--- src/rtl/gumnut_bus_arbiter.sv ---
// Round-robin arbiter sharing one Wishbone-style slave port between the Gumnut
// instruction-fetch master (M0) and data master (M1), with a slave watchdog.
module gumnut_bus_arbiter #(
    parameter int AW      = 12,
    parameter int DW      = 18,
    parameter int TIMEOUT = 64
) (
    input  logic          clk_i,
    input  logic          rst_i,

    input  logic          m0_cyc_i,
    input  logic          m0_stb_i,
    input  logic          m0_we_i,
    input  logic [AW-1:0] m0_adr_i,
    input  logic [DW-1:0] m0_dat_i,
    output logic [DW-1:0] m0_dat_o,
    output logic          m0_ack_o,
    output logic          m0_err_o,

    input  logic          m1_cyc_i,
    input  logic          m1_stb_i,
    input  logic          m1_we_i,
    input  logic [AW-1:0] m1_adr_i,
    input  logic [DW-1:0] m1_dat_i,
    output logic [DW-1:0] m1_dat_o,
    output logic          m1_ack_o,
    output logic          m1_err_o,

    output logic          s_cyc_o,
    output logic          s_stb_o,
    output logic          s_we_o,
    output logic [AW-1:0] s_adr_o,
    output logic [DW-1:0] s_dat_o,
    input  logic [DW-1:0] s_dat_i,
    input  logic          s_ack_i,

    output logic [1:0]    gnt_o
);

    localparam int WW = (TIMEOUT > 0) ? $clog2(TIMEOUT + 1) : 1;
    localparam logic [WW-1:0] WD_LAST = WW'((TIMEOUT > 0) ? TIMEOUT - 1 : 0);
    localparam logic WD_EN = (TIMEOUT > 0);

    typedef enum logic [1:0] {
        IDLE  = 2'd0,
        OWN0  = 2'd1,
        OWN1  = 2'd2,
        ABORT = 2'd3
    } state_t;

    state_t        state_reg;
    logic          last_reg;     // 0 = M0 was last owner, 1 = M1
    logic [WW-1:0] wd_reg;
    logic [1:0]    gnt_reg;
    logic          m0_err_reg;
    logic          m1_err_reg;

    logic own0;
    logic own1;
    logic own_cyc;
    logic other_cyc;
    logic wd_expire;

    assign own0 = (state_reg == OWN0);
    assign own1 = (state_reg == OWN1);

    assign own_cyc   = own1 ? m1_cyc_i : m0_cyc_i;
    assign other_cyc = own1 ? m0_cyc_i : m1_cyc_i;

    // Ack on the last watchdog cycle takes precedence over the abort.
    assign wd_expire = WD_EN && s_stb_o && !s_ack_i && (wd_reg == WD_LAST);

    always_ff @(posedge clk_i or posedge rst_i) begin
        if (rst_i) begin
            state_reg  <= IDLE;
            last_reg   <= 1'b1;
            wd_reg     <= '0;
            gnt_reg    <= 2'b00;
            m0_err_reg <= 1'b0;
            m1_err_reg <= 1'b0;
        end else begin
            m0_err_reg <= 1'b0;
            m1_err_reg <= 1'b0;
            case (state_reg)
                IDLE: begin
                    wd_reg <= '0;
                    if (m0_cyc_i && (!m1_cyc_i || last_reg)) begin
                        state_reg <= OWN0;
                        gnt_reg   <= 2'b01;
                    end else if (m1_cyc_i) begin
                        state_reg <= OWN1;
                        gnt_reg   <= 2'b10;
                    end
                end
                OWN0, OWN1: begin
                    if (!own_cyc) begin
                        last_reg <= own1;
                        wd_reg   <= '0;
                        if (other_cyc) begin
                            state_reg <= own1 ? OWN0 : OWN1;
                            gnt_reg   <= own1 ? 2'b01 : 2'b10;
                        end else begin
                            state_reg <= IDLE;
                            gnt_reg   <= 2'b00;
                        end
                    end else if (wd_expire) begin
                        state_reg  <= ABORT;
                        gnt_reg    <= 2'b00;
                        last_reg   <= own1;
                        wd_reg     <= '0;
                        m0_err_reg <= own0;
                        m1_err_reg <= own1;
                    end else if (WD_EN && s_stb_o && !s_ack_i) begin
                        wd_reg <= wd_reg + WW'(1);
                    end else begin
                        wd_reg <= '0;
                    end
                end
                ABORT: begin
                    state_reg <= IDLE;
                    wd_reg    <= '0;
                end
                default: begin
                    state_reg <= IDLE;
                    gnt_reg   <= 2'b00;
                    wd_reg    <= '0;
                end
            endcase
        end
    end

    // Slave side follows the owner combinationally; nothing leaks out in IDLE/ABORT.
    always_comb begin
        s_cyc_o = 1'b0;
        s_stb_o = 1'b0;
        s_we_o  = 1'b0;
        s_adr_o = '0;
        s_dat_o = '0;
        if (own0) begin
            s_cyc_o = m0_cyc_i;
            s_stb_o = m0_stb_i;
            s_we_o  = m0_we_i;
            s_adr_o = m0_adr_i;
            s_dat_o = m0_dat_i;
        end else if (own1) begin
            s_cyc_o = m1_cyc_i;
            s_stb_o = m1_stb_i;
            s_we_o  = m1_we_i;
            s_adr_o = m1_adr_i;
            s_dat_o = m1_dat_i;
        end
    end

    assign m0_ack_o = own0 && s_ack_i;
    assign m1_ack_o = own1 && s_ack_i;
    assign m0_dat_o = (own0 || own1) ? s_dat_i : '0;
    assign m1_dat_o = (own0 || own1) ? s_dat_i : '0;
    assign m0_err_o = m0_err_reg;
    assign m1_err_o = m1_err_reg;
    assign gnt_o    = gnt_reg;

endmodule

--- config.mk ---
export PLATFORM = sky130hd
export DESIGN_NAME = gumnut_bus_arbiter
export DESIGN_NICKNAME = d
export VERILOG_FILES = /design/src/rtl/gumnut_bus_arbiter.sv
export SDC_FILE = /design/constraint.sdc
export NUM_CORES = 1
export LEC_CHECK = 0
export ABC_AREA = 1
export CORE_MARGIN = 5
export CORE_UTILIZATION = 26
export CTS_BUF_LIST = sky130_fd_sc_hd__clkbuf_4 sky130_fd_sc_hd__clkbuf_8
export CTS_CLUSTER_DIAMETER = 200
export DETAILED_ROUTE_END_ITERATION = 6
export PLACE_DENSITY_LB_ADDON = 0.12
export SLEW_MARGIN = 20
export SYNTH_ARGS = -nofsm -noshare
export SYNTH_HDL_FRONTEND = slang
export SYNTH_SLANG_ARGS = --single-unit
--- constraint.sdc ---
create_clock -name clk_i -period 1.7 [get_ports clk_i]
set_clock_uncertainty 0.15 [all_clocks]
set_input_delay 0.34 -clock clk_i [delete_from_list [all_inputs] [get_ports clk_i]]
set_output_delay 0.34 -clock clk_i [all_outputs]
set_load 0.05 [all_outputs]
==> impl_metrics.tcl <==
set metrics [dict create \
    worst-slew-pin-transition_ns 0.4089 \
    nFillCells 294 \
    cts_tree "done" \
    clk_latency_ns 0.25 \
    drt_wl_total_um 7543 \
    antenna_found_initial 0 \
    pre_cts_ws_ns -0.6661 \
    synth_compound_area_share_pct 23.68 \
    final_cell_area_um2 4624 \
    grt_pass1_vias 2208 \
    drive_above_1_share_pct 59.04 \
    ys_seq_area_share_pct 23.85 \
    fmax_mhz 470.5 \
    synthMuxAreaShare_pct 0 \
    synth_top_area_share_pct 22.07 \
    yosysWarnings 0 \
    crit_chain "inv_2 > buf_6 > ha_4 > buf_12 > nand2_2 > clkinvlp_4 > buf_12" \
    cts_buffer_depth 2 \
    violations "setup timing" \
    hold_buffers 0 \
    fin_crit_sh_pct 125.0 \
    fp-row-count 27 \
    clkPwrFrac_pct 2.9 \
    hpwl_um 5955 \
    nets 447 \
    grt_pass1_wl_um 11010 \
    startpoint_type "flop" \
    seqPwrFrac_pct 3.9 \
    r2r_cells 10 \
    power_density_nw_per_um2 2484 \
    ir_drop_mv 1.519 \
    synthSimpleGateAreaFrac_pct 25.38 \
    ys_async_sr_fraction_pct 100.0 \
    cpPeakStageDelay_ns 0.40 \
    start_util_pct 26.77 \
    r2r-end "wd_reg[4]$_DFF_PP0_" \
    via_count 2049 \
    power.leakage_nw 1.942 \
    overflow 0 \
    drt-initial-drc-count 98 \
    arrival_ns 1.64 \
    cts_root_buffer "clkbuf_8" \
    yosys_most_used_dff "dfrtp_1" \
    synth_enable_flop_cells 0 \
    rsz0062_at_grt "yes" \
    r2r_start "state_reg[1]$_DFFE_PP0P_" \
    synth_area_leader_cell "dfrtp_1" \
    htreeDepth 1 \
    viasPerCell 4.810 \
    timing_worst_setup_path_type "reg -> out" \
    synth_common_cells "40 x nand2_1, 31 x a22o_1, 29 x inv_1" \
    cts_buffers 3 \
    port_buffers 161 \
    status "finished, violations left" \
    cpMaxStageDelayCell "dfrtp_1" \
    yosysMostFrequentCell "nand2_1" \
    layout_setup_ws_ns -0.4253 \
    die_height_um 85.29 \
    place_area_um2 4245 \
    synth_top_family_by_area "simple AND/OR/NAND/NOR gates" \
    die_w_um 85.29 \
    fin_crit_ns 2.125 \
    multi_input_area_um2 1271 \
    p_sw_mw 5.806 \
    syn2layout_area_growth_pct 213.8 \
    ys_ff_latch 14 \
    syn_inst 194 \
    synth_xor_area_share_pct 2.377 \
    cp.required_ns 1.21 \
    synthTopCellsByArea "dfrtp_1 22%, a22o_1 18%, buf_4 10%, nand2_1 10%, inv_1 7.4%" \
    switching_share_pct 50.55 \
    ys_types 30 \
    drc_errors 0 \
    antenna_left 0 \
    final-seq-area_um2 351.6 \
    synth_area_um2 1474 \
    io_pins 162 \
    synth_nets 286 \
    cap_violations 0 \
    clkSinkCount 14 \
    core_area_um2 5507 \
    diodes 0 \
    cp_max_fo 13 \
    cp-end-kind "primary output" \
    slew_headroom_pct 72.45 \
    finalMaxSlewViolations 0 \
    setup_violations 85 \
    cpMostUsedCell "buf_12" \
    power_frac_comb_pct 93.2 \
    routabilityCongestion 0.7793 \
    synthAdderAreaFrac_pct 4.244 \
    grt_usage_pct 18.70 \
    clk_pin_slew_worst_paths_ns 0.06 \
    p_int_mw 5.679 \
    grt_max_degree 20 \
    largest_register_ffs 7 \
    drtPass1Iterations 4 \
    dieArea_um2 7274 \
    hp-class "in -> async" \
    routedWlPerCell_um 17.71 \
    final-hold-violation-count 0 \
    syn_area_per_cell_um2 7.597 \
    r2r_slack_ns -0.25 \
]
-- layer usage --
layer | GRT usage, % | vias to the layer above | routed length (um)
li1 | - | 948 | -
met1 | 16.56 | 972 | 2333
met2 | 37.43 | 123 | 4168
met3 | 9.709 | 6 | 970
met4 | 3.022 | 0 | 71
met5 | 0 | - | 0
-- power by group through the flow --
stage	logic, mW	clock network [mW]	registers [mW]
floorplan	6.21	0	0.498
global placement	9.65	0	0.448
detailed placement	9.77	0	0.454
CTS	10.4	0.334	0.447
global route	11.1	0.349	0.458
finish	10.7	0.331	0.451
-- timing repair --
item | CTS | global route
buffers inserted | 6 | 2
setup endpoints to repair | 85 | 85
pin swaps | 5 | 5
gates cloned | 2 | 2
resized for setup | 18 | 19
-- logic make-up (layout without fill, tap and decap cells) --
logic type | count (synthesis) | count (layout)
buf+inv | 59 | 218
fa+ha+maj | 5 | 5
simple gates | 70 | 71
xor+xnor | 4 | 4
flops | 14 | 14
compound gates | 42 | 42
-- metrics by stage --
step | hold WS [ns] | utilization [%] | total power [mW] | setup TNS, ns | std cells
2_1_floorplan | 0.07850 | - | 6.706 | -7.217 | 194
3_3_place_gp | 0.2923 | 77.10 | 10.10 | -32.18 | 410
3_5_place_dp | 0.3041 | 77.10 | 10.23 | -34.66 | 410
4_1_cts | 0.2463 | 81.62 | 11.23 | -28.17 | 422
5_1_grt | 0.2700 | 83.98 | 11.88 | -36.45 | 426
6_report | 0.2440 | 83.98 | 11.49 | -31.12 | 426
-- worst max-delay path: cells and delay by family, from the launching register on --
kind	cells	cell delay, ns
buf+inv	5	0.61
flops	1	0.40
fa+ha+maj	1	0.29
simple gates	1	0.07
-- how the worst max path moves through the flow --
stage                              from            to  slack, ns
6_report       state_reg[1]$_DFFE_PP0P_  m1_dat_o[11]      -0.43
5_1_grt        state_reg[1]$_DFFE_PP0P_  m0_dat_o[16]      -0.49
4_1_cts        state_reg[1]$_DFFE_PP0P_  m1_dat_o[10]      -0.41
3_5_place_dp   state_reg[0]$_DFFE_PP0P_    s_dat_o[8]      -0.67
3_3_place_gp   state_reg[0]$_DFFE_PP0P_   s_adr_o[11]      -0.66
2_1_floorplan  state_reg[1]$_DFFE_PP0P_  m1_dat_o[10]      -0.23
-- final cells by class --
class | instances | share of cell area [%]
Timing Repair Buffer | 183 | 57.60
Sequential cell | 14 | 7.603
Inverter | 31 | 4.167
Tap cell | 72 | 1.948
Multi-Input combinational cell | 122 | 27.49
Clock buffer | 4 | 1.190
-- placed cells by master, fill, tap and decap left out --
master / synthesis / final
a21oi_1: 2 / 2
a22o_4: 0 / 31
buf_12: 0 / 80
buf_16: 0 / 1
buf_4: 20 / 9
buf_6: 0 / 5
clkbuf_16: 0 / 2
clkbuf_8: 0 / 4
clkdlybuf4s50_1: 0 / 86
clkinvlp_4: 0 / 19
dfrtp_1: 13 / 13
dfstp_2: 1 / 1
ha_1: 5 / 2
ha_2: 0 / 1
ha_4: 0 / 2
inv_1: 29 / 5
inv_2: 2 / 5
inv_4: 0 / 2
nand2_1: 40 / 16
nand2_2: 2 / 17
nand2_4: 1 / 10
nand3_1: 6 / 6
nand3_2: 3 / 3
nand3_4: 3 / 3
nand3b_1: 1 / 1
nand4_1: 2 / 2
nor2_1: 7 / 2
nor2_2: 2 / 6
nor2_4: 2 / 4
o2111a_1: 1 / 1
o21a_1: 1 / 1
o21ai_0: 4 / 3
o21ai_2: 0 / 1
o21ai_4: 1 / 2
o31ai_1: 1 / 1
or2_4: 0 / 1
xnor2_1: 1 / 1
xor2_1: 3 / 3
Power figures use the tool's default switching activity.
